## src/rtl/banco_pkg.sv

```systemverilog
// Shared defaults and types for the multi-port register bank and its posted-write buffer.
package banco_pkg;
    localparam int DATA_W_DEF   = 16;
    localparam int NUM_REGS_DEF = 8;
    localparam int ADDR_W_DEF   = $clog2(NUM_REGS_DEF);
    localparam int BUF_DEPTH    = 2;

    // Default-width view of one posted write, for code that works at the default geometry.
    typedef struct packed {
        logic [ADDR_W_DEF-1:0]   addr;
        logic [DATA_W_DEF-1:0]   data;
        logic [DATA_W_DEF/8-1:0] be;
        logic                    valid;
    } wr_entry_t;
endpackage

```

## src/rtl/banco_registros_mp_if.sv

```systemverilog
// Bus bundle of the register bank: write handshake, drain hold, two read ports, reservation port.
interface banco_registros_mp_if #(
    parameter int DATA_W   = banco_pkg::DATA_W_DEF,
    parameter int NUM_REGS = banco_pkg::NUM_REGS_DEF,
    parameter int ADDR_W   = $clog2(NUM_REGS)
);
    logic                wr_valid;
    logic                wr_ready;
    logic [ADDR_W-1:0]   wr_addr;
    logic [DATA_W-1:0]   wr_data;
    logic [DATA_W/8-1:0] wr_be;
    logic                hold;
    logic [ADDR_W-1:0]   rd_a_addr;
    logic [DATA_W-1:0]   rd_a_data;
    logic                rd_a_busy;
    logic [ADDR_W-1:0]   rd_b_addr;
    logic [DATA_W-1:0]   rd_b_data;
    logic                rd_b_busy;
    logic                rsv_valid;
    logic [ADDR_W-1:0]   rsv_addr;
    logic                rsv_ok;
    logic [1:0]          pending;

    modport master (
        output wr_valid, wr_addr, wr_data, wr_be, hold,
        output rd_a_addr, rd_b_addr, rsv_valid, rsv_addr,
        input  wr_ready, rd_a_data, rd_a_busy, rd_b_data, rd_b_busy, rsv_ok, pending
    );

    modport slave (
        input  wr_valid, wr_addr, wr_data, wr_be, hold,
        input  rd_a_addr, rd_b_addr, rsv_valid, rsv_addr,
        output wr_ready, rd_a_data, rd_a_busy, rd_b_data, rd_b_busy, rsv_ok, pending
    );
endinterface

```

## src/rtl/banco_wbuf.sv

```systemverilog
// Two-entry posted-write FIFO; entry 0 is always the oldest, both entries exposed for forwarding.
module banco_wbuf
    import banco_pkg::*;
#(
    parameter int DATA_W = DATA_W_DEF,
    parameter int ADDR_W = ADDR_W_DEF,
    parameter int BE_W   = DATA_W / 8
) (
    input  logic                              clk,
    input  logic                              reset,
    input  logic                              push_i,
    input  logic [ADDR_W-1:0]                 push_addr_i,
    input  logic [DATA_W-1:0]                 push_data_i,
    input  logic [BE_W-1:0]                   push_be_i,
    input  logic                              pop_i,
    output logic [BUF_DEPTH-1:0][ADDR_W-1:0]  ent_addr_o,
    output logic [BUF_DEPTH-1:0][DATA_W-1:0]  ent_data_o,
    output logic [BUF_DEPTH-1:0][BE_W-1:0]    ent_be_o,
    output logic [BUF_DEPTH-1:0]              ent_vld_o,
    output logic [1:0]                        count_o
);
    logic [1:0]                       count_q, count_d;
    logic [BUF_DEPTH-1:0][ADDR_W-1:0] addr_q, addr_d;
    logic [BUF_DEPTH-1:0][DATA_W-1:0] data_q, data_d;
    logic [BUF_DEPTH-1:0][BE_W-1:0]   be_q, be_d;
    logic [1:0]                       wr_idx;

    // Pop shifts the newer entry down first, so a simultaneous push lands behind it.
    always_comb begin
        count_d = count_q;
        addr_d  = addr_q;
        data_d  = data_q;
        be_d    = be_q;
        wr_idx  = count_q - {1'b0, pop_i};
        if (pop_i) begin
            addr_d[0] = addr_q[1];
            data_d[0] = data_q[1];
            be_d[0]   = be_q[1];
        end
        if (push_i) begin
            addr_d[wr_idx[0]] = push_addr_i;
            data_d[wr_idx[0]] = push_data_i;
            be_d[wr_idx[0]]   = push_be_i;
        end
        count_d = count_q + {1'b0, push_i} - {1'b0, pop_i};
    end

    always_ff @(posedge clk or posedge reset) begin
        if (reset) count_q <= 2'd0;
        else       count_q <= count_d;
    end

    always_ff @(posedge clk) begin
        addr_q <= addr_d;
        data_q <= data_d;
        be_q   <= be_d;
    end

    assign ent_addr_o = addr_q;
    assign ent_data_o = data_q;
    assign ent_be_o   = be_q;
    assign ent_vld_o  = {count_q == 2'd2, count_q != 2'd0};
    assign count_o    = count_q;
endmodule

```

## src/rtl/banco_registros_mp.sv

```systemverilog
// Register file with two combinational read ports, buffered byte-masked writes and a busy scoreboard.
module banco_registros_mp
    import banco_pkg::*;
#(
    parameter int DATA_W   = DATA_W_DEF,
    parameter int NUM_REGS = NUM_REGS_DEF,
    parameter int ADDR_W   = $clog2(NUM_REGS),
    parameter int BYPASS   = 1
) (
    input  logic                 clk,
    input  logic                 reset,
    banco_registros_mp_if.slave  bus
);
    localparam int BE_W = DATA_W / 8;

    logic [NUM_REGS-1:0][DATA_W-1:0]  mem_q, mem_d;
    logic [NUM_REGS-1:0]              busy_q, busy_d;
    logic [BUF_DEPTH-1:0][ADDR_W-1:0] ent_addr;
    logic [BUF_DEPTH-1:0][DATA_W-1:0] ent_data;
    logic [BUF_DEPTH-1:0][BE_W-1:0]   ent_be;
    logic [BUF_DEPTH-1:0]             ent_vld;
    logic [1:0]                       count;
    logic                             accept, drain, grant;

    function automatic logic in_range(input logic [ADDR_W-1:0] a);
        return 32'(a) < NUM_REGS;
    endfunction

    function automatic logic [DATA_W-1:0] merge_lanes(input logic [DATA_W-1:0] base,
                                                      input logic [DATA_W-1:0] data,
                                                      input logic [BE_W-1:0]   be);
        logic [DATA_W-1:0] r;
        r = base;
        for (int i = 0; i < BE_W; i++)
            if (be[i]) r[8*i +: 8] = data[8*i +: 8];
        return r;
    endfunction

    // Oldest pending entry merges first so the newest one wins on overlapping lanes.
    function automatic logic [DATA_W-1:0] read_port(input logic [ADDR_W-1:0] a);
        logic [DATA_W-1:0] r;
        r = '0;
        if (in_range(a)) begin
            r = mem_q[a];
            if (BYPASS != 0) begin
                for (int e = 0; e < BUF_DEPTH; e++)
                    if (ent_vld[e] && ent_addr[e] == a) r = merge_lanes(r, ent_data[e], ent_be[e]);
            end
        end
        return r;
    endfunction

    function automatic logic busy_of(input logic [ADDR_W-1:0] a);
        return in_range(a) ? busy_q[a] : 1'b0;
    endfunction

    assign bus.wr_ready = !reset && (count != 2'd2);
    assign accept       = bus.wr_valid && bus.wr_ready;
    assign drain        = (count != 2'd0) && !bus.hold;
    assign grant        = !reset && bus.rsv_valid && in_range(bus.rsv_addr) && !busy_q[bus.rsv_addr];

    banco_wbuf #(
        .DATA_W (DATA_W),
        .ADDR_W (ADDR_W),
        .BE_W   (BE_W)
    ) u_wbuf (
        .clk         (clk),
        .reset       (reset),
        .push_i      (accept),
        .push_addr_i (bus.wr_addr),
        .push_data_i (bus.wr_data),
        .push_be_i   (bus.wr_be),
        .pop_i       (drain),
        .ent_addr_o  (ent_addr),
        .ent_data_o  (ent_data),
        .ent_be_o    (ent_be),
        .ent_vld_o   (ent_vld),
        .count_o     (count)
    );

    // Clear-on-commit is applied before set-on-grant, so a grant to the same register wins.
    always_comb begin
        mem_d  = mem_q;
        busy_d = busy_q;
        if (drain && in_range(ent_addr[0])) begin
            mem_d[ent_addr[0]] = merge_lanes(mem_q[ent_addr[0]], ent_data[0], ent_be[0]);
            if (|ent_be[0]) busy_d[ent_addr[0]] = 1'b0;
        end
        if (grant) busy_d[bus.rsv_addr] = 1'b1;
    end

    always_ff @(posedge clk or posedge reset) begin
        if (reset) begin
            mem_q  <= '0;
            busy_q <= '0;
        end else begin
            mem_q  <= mem_d;
            busy_q <= busy_d;
        end
    end

    assign bus.rd_a_data = read_port(bus.rd_a_addr);
    assign bus.rd_b_data = read_port(bus.rd_b_addr);
    assign bus.rd_a_busy = busy_of(bus.rd_a_addr);
    assign bus.rd_b_busy = busy_of(bus.rd_b_addr);
    assign bus.rsv_ok    = grant;
    assign bus.pending   = count;
endmodule

```

## src/flat_wrapper.sv

```systemverilog
// flat-port wrapper written by rule: the top's interface ports become plain ports
module banco_registros_mp_flat import banco_pkg::*;
#(
    parameter int DATA_W   = DATA_W_DEF,
    parameter int NUM_REGS = NUM_REGS_DEF,
    parameter int ADDR_W   = $clog2(NUM_REGS),
    parameter int BYPASS   = 1
)
  (clk, reset, bus_wr_valid, bus_wr_addr, bus_wr_data, bus_wr_be, bus_hold, bus_rd_a_addr, bus_rd_b_addr, bus_rsv_valid, bus_rsv_addr, bus_wr_ready, bus_rd_a_data, bus_rd_a_busy, bus_rd_b_data, bus_rd_b_busy, bus_rsv_ok, bus_pending);
  banco_registros_mp_if #(.DATA_W(DATA_W), .NUM_REGS(NUM_REGS), .ADDR_W(ADDR_W)) bus_i ();
  input  logic clk;
  input  logic reset;
  input wire logic [$bits(bus_i.wr_valid)-1:0] bus_wr_valid;
  input wire logic [$bits(bus_i.wr_addr)-1:0] bus_wr_addr;
  input wire logic [$bits(bus_i.wr_data)-1:0] bus_wr_data;
  input wire logic [$bits(bus_i.wr_be)-1:0] bus_wr_be;
  input wire logic [$bits(bus_i.hold)-1:0] bus_hold;
  input wire logic [$bits(bus_i.rd_a_addr)-1:0] bus_rd_a_addr;
  input wire logic [$bits(bus_i.rd_b_addr)-1:0] bus_rd_b_addr;
  input wire logic [$bits(bus_i.rsv_valid)-1:0] bus_rsv_valid;
  input wire logic [$bits(bus_i.rsv_addr)-1:0] bus_rsv_addr;
  output wire logic [$bits(bus_i.wr_ready)-1:0] bus_wr_ready;
  output wire logic [$bits(bus_i.rd_a_data)-1:0] bus_rd_a_data;
  output wire logic [$bits(bus_i.rd_a_busy)-1:0] bus_rd_a_busy;
  output wire logic [$bits(bus_i.rd_b_data)-1:0] bus_rd_b_data;
  output wire logic [$bits(bus_i.rd_b_busy)-1:0] bus_rd_b_busy;
  output wire logic [$bits(bus_i.rsv_ok)-1:0] bus_rsv_ok;
  output wire logic [$bits(bus_i.pending)-1:0] bus_pending;
  assign bus_i.wr_valid = bus_wr_valid;
  assign bus_i.wr_addr = bus_wr_addr;
  assign bus_i.wr_data = bus_wr_data;
  assign bus_i.wr_be = bus_wr_be;
  assign bus_i.hold = bus_hold;
  assign bus_i.rd_a_addr = bus_rd_a_addr;
  assign bus_i.rd_b_addr = bus_rd_b_addr;
  assign bus_i.rsv_valid = bus_rsv_valid;
  assign bus_i.rsv_addr = bus_rsv_addr;
  assign bus_wr_ready = bus_i.wr_ready;
  assign bus_rd_a_data = bus_i.rd_a_data;
  assign bus_rd_a_busy = bus_i.rd_a_busy;
  assign bus_rd_b_data = bus_i.rd_b_data;
  assign bus_rd_b_busy = bus_i.rd_b_busy;
  assign bus_rsv_ok = bus_i.rsv_ok;
  assign bus_pending = bus_i.pending;
  banco_registros_mp #(.DATA_W(DATA_W), .NUM_REGS(NUM_REGS), .ADDR_W(ADDR_W), .BYPASS(BYPASS)) u_core (.clk(clk), .reset(reset), .bus(bus_i));
endmodule
```

## config.mk

```make
export PLATFORM = sky130hd
export DESIGN_NAME = banco_registros_mp_flat
export DESIGN_NICKNAME = d
export VERILOG_FILES = /design/src/rtl/banco_pkg.sv /design/src/rtl/banco_registros_mp_if.sv /design/src/rtl/banco_wbuf.sv /design/src/rtl/banco_registros_mp.sv /design/src/flat_wrapper.sv
export SDC_FILE = /design/constraint.sdc
export NUM_CORES = 1
export LEC_CHECK = 0
export BUFFER_PORTS_ARGS = -buffer_cell sky130_fd_sc_hd__buf_2
export CORE_AREA = 2 2 222 137
export DETAILED_ROUTE_END_ITERATION = 16
export DIE_AREA = 0 0 224 139
export GPL_TIMING_DRIVEN = 0
export PLACE_DENSITY = 0.58
export SYNTH_ARGS = -nofsm -noshare
export SYNTH_HDL_FRONTEND = slang
export SYNTH_HIERARCHICAL = 1
export SYNTH_SLANG_ARGS = --single-unit
```

## constraint.sdc

```tcl
create_clock -name clk -period 6.5 [get_ports clk]
set_clock_uncertainty 0.2 [all_clocks]
set_input_delay 0.65 -clock clk [delete_from_list [all_inputs] [get_ports clk]]
set_output_delay 0.65 -clock clk [all_outputs]
set_load 0.05 [all_outputs]
```

After elaboration in Yosys (flattened, before gate mapping)
Cells that the tools add are included.

Bits in registers: 180. Logic and storage cells: 106. Output and inout bits: 38.

Reductions and logical operators: 17. Equality and inequality tests: 6. Bitwise operators: 3. $add $sub $neg: 3. Multiplexer cells: 53. Order comparisons: 8.

Operators with widths (count): $mux 16 (11); $bmux 16 s3 (3); $bwmux 128 (1); $mux 8 (15); $demux 16 s3 (1); $bwmux 32 (1); $demux 16 s1 (1); $lt 3x4->1 const B (4); $eq 3x3->1 (4); $logic_and 1x1->1 (12); $bmux 1 s3 (3); $mux 3 (3); $and 8x8->8 (1); $not 8->8 (1); $or 8x8->8 (1); $bwmux 6 (1); $demux 1 s3 (2); $ge 3x1->1 const B (2); $mux 2 (3); $mux 1 (5); $bwmux 4 (1); $demux 3 s1 (1); $logic_not 1->1 (3); $add 2x1->2 (1); other kinds (9) (9).

Logic depth before layout (Yosys ltp)
Gate-level depths: netlist of the first run.

Depth after elaboration: 10. Mapped depth: 8.

Hierarchy
The synthesis of the first run kept the hierarchy.

Modules (own cells, without submodules): banco_registros_mp (cells an instance 878, area an instance 9808.2 µm², times used 1); banco_wbuf (cells an instance 126, area an instance 1679.1 µm², times used 1).

Least setup slack after synthesis of the first run
Ideal clock, no wire load.

Kind: input to output. Start: input bus_rsv_addr[1]. End: output bus_rsv_ok. Slack: 3.030 ns. Required time: 5.650 ns. Arrival time: 2.620 ns. Path buffers: 1. Stages: 5. Path through: clkbuf_1 > mux2_2 > a22oi_1 > nor2_1 > a211oi_1.

Cells in the longest elaborated chain, start to end: 4.

Ends and longest elaborated chain: start: declaration (line flat_wrapper.sv:21) `input wire logic [$bits(bus_i.rsv_addr)-1:0] bus_rsv_addr;`; $bmux 1 s3 (line banco_registros_mp.sv:60) `assign grant = !reset && bus.rsv_valid && in_range(bus.rsv_addr) && !busy_q[bus.rsv_addr];`; $mux 1 (not written as such) (line banco_registros_mp.sv:60); $logic_not 1->1 (line banco_registros_mp.sv:60); $logic_and 1x1->1 (line banco_registros_mp.sv:60); end: declaration (line flat_wrapper.sv:27) `output wire logic [$bits(bus_i.rsv_ok)-1:0] bus_rsv_ok;`.

No other way between the ends. The select of a mux whose other input is x is not followed.

Worst setup path after layout of the first run
Start: input bus_rd_a_addr[1]. End: output bus_rd_a_data[10].

Cells in the longest elaborated chain, start to end: 6. Elaborated cells on any way between the ends: 10.

Ends and longest elaborated chain: start: declaration (line flat_wrapper.sv:18) `input wire logic [$bits(bus_i.rd_a_addr)-1:0] bus_rd_a_addr;`; $bmux 16 s3 (line banco_registros_mp.sv:44) `r = mem_q[a];`; $mux 16 (not written as such) (line banco_registros_mp.sv:44); $mux 8 (line banco_registros_mp.sv:35) `if (be[i]) r[8*i +: 8] = data[8*i +: 8];`; $mux 16 (line banco_registros_mp.sv:47) `if (ent_vld[e] && ent_addr[e] == a) r = merge_lanes(r, ent_data[e], ent_be[e]);`; $mux 8 (line banco_registros_mp.sv:35); $mux 16 (*) (line banco_registros_mp.sv:47); end: declaration (line flat_wrapper.sv:23) `output wire logic [$bits(bus_i.rd_a_data)-1:0] bus_rd_a_data;`.

Every way passes the cells marked *; elsewhere a longest branch is shown, timed or not. The select of a mux whose other input is x is not followed.

==> results of run 1 <==
-- layout make-up --
| class | count | area, um2 | share of cell area, % |
|---|---|---|---|
| sequential | 180 | 4504 | 34.82 |
| inverter | 12 | 50.05 | 0.3869 |
| multi-input combinational | 730 | 6465 | 49.98 |
| buffer | 82 | 473.0 | 3.656 |
| timing repair buffer | 68 | 367.9 | 2.844 |
| tap | 382 | 478.0 | 3.695 |
| clock inverter | 11 | 126.4 | 0.9769 |
| clock buffer | 21 | 471.7 | 3.646 |
-- power breakdown --
part           internal, W  total (W)  switching, W
Clock             0.000600    0.00109      0.000485
Combinational      0.00148    0.00393       0.00246
Sequential         0.00163    0.00219      0.000561
-- final timing paths --
kind	slack (ns)	to	startpoint	cells after the start
worst max-delay path	2.52	bus_rd_a_data[10]	bus_rd_a_addr[1]	8
worst min-delay path	0.17	u_core/u_wbuf/ent_data_o[19]	bus_wr_data[3]	1
worst max register to register	3.06	u_core/busy_q[0]	u_core/u_wbuf/ent_addr_o[2]	6
worst min register to register	0.33	u_core/mem_q[98]	u_core/mem_q[98]	2
max in group asynchronous	4.53	u_core/mem_q[21]	reset	4
min in group asynchronous	0.52	u_core/u_wbuf/count_o[1]	reset	3
-- synthesized netlist by cell type (21+ instances only) --
cell type	count	area, um2
dfrtp_1	138	3453
nand2_1	117	439.2
mux2i_1	107	1071
mux2_2	89	1002
mux4_2	70	1577
o21ai_1	51	255.2
o31ai_1	51	382.9
buf_2	37	185.2
o21ai_0	33	165.2
a21oi_1	30	150.1
clkbuf_1	25	93.84
nand3_1	25	125.1
nor2_1	22	82.58
dfxtp_1	21	420.4
edfxtp_1	21	630.6
-- worst max-delay path, stage by stage --
cell and delay (ns):
buf_2 0.13, buf_2 0.40, xor2_1 0.17, nor4_2 0.91
buf_2 0.39, nand2_1 0.08, o21ai_1 0.09, buf_2 0.28
-- cell families after synthesis --
kind of cell	synth area share, %
xor+xnor	1.362
fa+ha+maj	0.2178
compound gates	12.42
simple gates	10.22
flops	39.21
buf+inv	4.509
mux	32.07
-- routing by layer --
| layer | wire, um | global-route usage, % | up-vias |
|---|---|---|---|
| li1 | - | - | 3994 |
| met1 | 19640 | 43.18 | 4882 |
| met2 | 16500 | 35.44 | 558 |
| met3 | 5207 | 10.08 | 57 |
| met4 | 831 | 6.947 | 0 |
| met5 | 0 | 0 | - |
-- state kept, by name (all words and copies together) (netlist names) --
| name | cells |
|---|---|
| u_core/u_wbuf/ent_addr_o | 6 |
| u_core/mem_q | 128 |
| u_core/u_wbuf/ent_data_o | 32 |
| u_core/busy_q | 8 |
| u_core/u_wbuf/count_o | 2 |
| u_core/u_wbuf/ent_be_o | 4 |
-- through the flow --
| step | power, W | utilization [%] | hold slack (ns) | std cells | setup slack (ns) |
|---|---|---|---|---|---|
| after floorplan | 0.004849 | - | 0.1912 | 1004 | 2.011 |
| after global placement | 0.005958 | 42.04 | 0.3046 | 1452 | 0.08283 |
| after detailed placement | 0.006022 | 42.16 | 0.3122 | 1453 | 2.647 |
| after CTS | 0.007113 | 44.23 | 0.1611 | 1486 | 2.636 |
| after global routing | 0.007541 | 44.23 | 0.1671 | 1486 | 2.415 |
| final | 0.007213 | 44.23 | 0.1708 | 1486 | 2.518 |
==> impl_metrics.ini, run 1 <==
[run_status]
status = complete, no violations

[die]
die_x_um = 224
io_pins = 73
core_um2 = 29240
dieHeight_um = 139
initial_utilization_pct = 39.28
rows = 49
dieArea_um2 = 31140

[global_route]
grt_usage_pct = 27.72
grt_overflow_total = 0
grt_max_degree = 80
grt_pass1_vias = 9277
grt_pass1_wl_um = 62850
antenna_found_initial = 0

[clocking]
cts_setup_buffers = 0
cts_resized = 0
cts_tree = yes
cts_made_buffers = 17
cts_max_level = 4
clk_latency_ns = 0.47
clk_pin_slew_ns = 0.07
cts.sinks = 180
clockBufferDepth = 2
hold_buffers = 1
root_buffer = clkbuf_16

[cells_and_area]
final_common_cell = dfrtp_1
antenna_cells = 0
fill_cells = 2750
drive_gt1_share_pct = 30.98
mostFrequentLayoutCells = 138 x dfrtp_1, 117 x nand2_1, 107 x mux2i_1, 103 x buf_2, 89 x mux2_2
postLayoutCellArea_um2 = 12940
syn2layout_area_growth_pct = 12.61
nNetsFinal = 1128

[synth]
yosysWarningCount = 6
synth_area_um2 = 11490
syn_nets = 1041
synth_edf_count = 21
synth.distinct_cells = 66
ys_seq_area_share_pct = 39.21
synth_cells = 1004
synth_seq_cells = 180
async_flop_share_pct = 76.67
syn_area_per_cell_um2 = 11.44
synthFlopType = dfrtp_1

[timing]
setup_viol = 0
tns_ns = 0
period_needed_ns = 3.982
worst_slew_pin_slew_ns = 1.214
drv_slew = 0
timing.fmax_mhz = 251.1
fin_crit_sh_pct = 61.27
rsz0062_at_grt = false
hold_viol = 0
timing.slew.headroom_pct = 19.09

[worst_setup_path]
worst_ep_required_time_ns = 5.65
arrival_ns = 3.13
worstPathMaxFanout = 10
crit_path_end_kind = primary output
startpoint_type = primary input
path_class = primary input to primary output

[power]
cellPowerDensity_nw_per_um2 = 557.6
ir_worst_vdd_uv = 252.3
power.leakage_nw = 5.294

[detailed_routing]
drcViolationCount = 0
num_vias = 9491
vias_per_cell = 6.387
drt_pre_antenna_iters = 5
antenna_left = 0
drt-wirelength-per-cell_um = 28.38
drt_wl_total_um = 42180
drt_iter0_drc = 1100

[placement]
dpl.hpwl_um = 30470
io_buffers = 66
gp_congestion = 0.9658
place_area_um2 = 12330

[hold_path]
hp-class = primary input to flop

[job]
max-cap-violations = 0
Note: power is estimated with default switching activity, not from simulation.
==> inputs of run 2 (changes only) <==
==> constraint.sdc (replaced) <==
create_clock -name clk -period 4.05 [get_ports clk]
set_clock_uncertainty 0.2 [all_clocks]
set_input_delay 0.405 -clock clk [delete_from_list [all_inputs] [get_ports clk]]
set_output_delay 0.405 -clock clk [all_outputs]
set_load 0.05 [all_outputs]
==> run 2 against run 1 <==
  * Critical path depth fell by 1
  * Sequential share of layout area fell by 0.58 points
  * Register-to-register slack got worse by 2.4 ns
  * Worst setup slack got worse by 2.0 ns
  * Combinational power rose by 60%
  * Clock-buffer cell count did not move
  * Power rose by 59%
  * Design area rose by 1.7%
  * Worst hold slack improved by 0.011 ns
  * First-iteration DRC count rose by 15%
  * Sequential power rose by 62%
  * Largest power group unchanged
  * Highest routed layer unchanged
==> impl_metrics.ini, run 2 (synthesis gave the netlist of run 1 again) <==
[detailed_routing]
drt_pre_antenna_iters = 5
wl_met3_um = 5539
num_vias = 9644
drt-met1-wl_um = 19060
drcViolationCount = 0
dr_wl_met2_um = 16520
vias_per_cell = 6.383
top_layer_used = met4
drt_wl_total_um = 42070
drt_iter0_drc = 1269
drt-wirelength-per-cell_um = 27.84
antenna_left = 0

[worst_setup_path]
startpoint_type = flop
worstPathMaxFanout = 10
r2r-start = u_core/u_wbuf/count_o[1]
path_class = flop to primary output
arrival_ns = 2.89
worst_ep_required_time_ns = 3.44
critPathLaunch = u_core/u_wbuf/count_o[1]
crit_path_end_kind = primary output

[timing]
setup_viol = 0
hold_viol = 0
drv_slew = 0
fin_crit_sh_pct = 86.19
timing.slew.headroom_pct = 17.23
timing.fmax_mhz = 286.5
period_needed_ns = 3.491
holdWs_ns = 0.1818
tns_ns = 0
worst_slew_pin_slew_ns = 1.242
rsz0062_at_grt = false

[global_route]
grt_pass1_wl_um = 61990
antenna_found_initial = 1
grt_pass1_vias = 9285
grt_overflow_total = 0
grt_max_degree = 38
grt_usage_pct = 27.49

[cells_and_area]
syn2layout_area_growth_pct = 14.53
mostFrequentLayoutCells = 138 x dfrtp_1, 117 x nand2_1, 107 x mux2i_1, 103 x buf_2, 89 x mux2_2
fill_cells = 2718
largest_register_ffs = 128
final_common_cell = dfrtp_1
postLayoutCellArea_um2 = 13160
drive_gt1_share_pct = 30.41
top_register = u_core/mem_q
nNetsFinal = 1152

[clocking]
root_buffer = clkbuf_16
clk_pin_slew_ns = 0.07
cts_tree = yes
clockBufferDepth = 2
cts_max_level = 4
cts_resized = 0
clk_latency_ns = 0.46
cts.sinks = 180
cts_made_buffers = 17
cts_setup_buffers = 0

[die]
initial_utilization_pct = 39.28
die_x_um = 224
core_um2 = 29240
dieArea_um2 = 31140
io_pins = 73
dieHeight_um = 139
rows = 49

[hold_path]
hp-start = bus_rsv_addr[0]
hp-class = primary input to flop

[placement]
place_area_um2 = 12380
dpl.hpwl_um = 30480
io_buffers = 66
gp_congestion = 0.9514

[power]
ir_worst_vdd_uv = 444.6
power.leakage_nw = 5.379
cellPowerDensity_nw_per_um2 = 872.7

[job]
max-cap-violations = 0

[run_status]
status = complete, no violations
run 2: changes by cell type in the layout (fill, tap and decap cells not counted), sizes merged:
cell / previous run / this run
diode: 0 / 1
bufinv: 2 / 1
buf: 124 / 127
dlygate4sd3: 1 / 22
clkinvlp: 4 / 5
run 2: critical path: stages (launching register included):
cell and delay (ns):
dfrtp_1 0.46, nor2b_1 0.19, nand2_1 0.11, nor4_2 0.81
buf_2 0.37, nand2_1 0.08, o21ai_1 0.11, buf_2 0.30
run 2: metrics by stage:
step / utilization [%] / worst slack, ns / instances / power, W
final: 44.99 / 0.5593 / 1511 / 0.01148
after global routing: 44.98 / 0.3910 / 1510 / 0.01201
after CTS: 44.98 / 0.6085 / 1510 / 0.01133
after detailed placement: 42.33 / 0.5984 / 1456 / 0.009656
after global placement: 42.06 / 0.6296 / 1452 / 0.009562
after floorplan: - / 0.9414 / 1004 / 0.007782
run 2: final timing paths:
kind | to | slack [ns] | cells past startpoint
worst min register to register | u_core/busy_q[3] | 0.33 | 1
worst max register to register | u_core/u_wbuf/count_o[1] | 0.68 | 8
worst min-delay path | u_core/busy_q[4] | 0.18 | 2
max in group asynchronous | u_core/mem_q[2] | 2.35 | 6
min in group asynchronous | u_core/u_wbuf/count_o[1] | 0.23 | 3
worst max-delay path | bus_rd_a_data[2] | 0.56 | 7
run 2: per-layer routing:
layer / track usage [%] / vias to the layer above
met5: 0 / -
met4: 8.035 / 0
met3: 10.49 / 65
met2: 35.67 / 635
met1: 41.65 / 4881
li1: - / 4063
run 2: layout make-up:
| type | instances | area [um2] | share of cell area [%] |
|---|---|---|---|
| Tap cell | 382 | 478.0 | 3.633 |
| Clock inverter | 11 | 103.9 | 0.7893 |
| Timing Repair Buffer | 92 | 630.6 | 4.793 |
| Sequential cell | 180 | 4504 | 34.24 |
| Inverter | 12 | 48.80 | 0.3709 |
| Buffer | 82 | 473.0 | 3.595 |
| Antenna cell | 1 | 2.502 | 0.01902 |
| Clock buffer | 21 | 450.4 | 3.424 |
| Multi-Input combinational cell | 730 | 6465 | 49.14 |
run 2: timing repair:
item,in CTS,in global routing
endpoints found under the hold margin,52,0
setup endpoints to repair,0,0
hold buffers,22,0
run 2: where the power goes:
| part | internal (W) | switching (W) |
|---|---|---|
| combinational | 0.00239 | 0.00392 |
| clock | 0.000865 | 0.000774 |
| sequential | 0.00262 | 0.000916 |
| total | 0.00588 | 0.00561 |
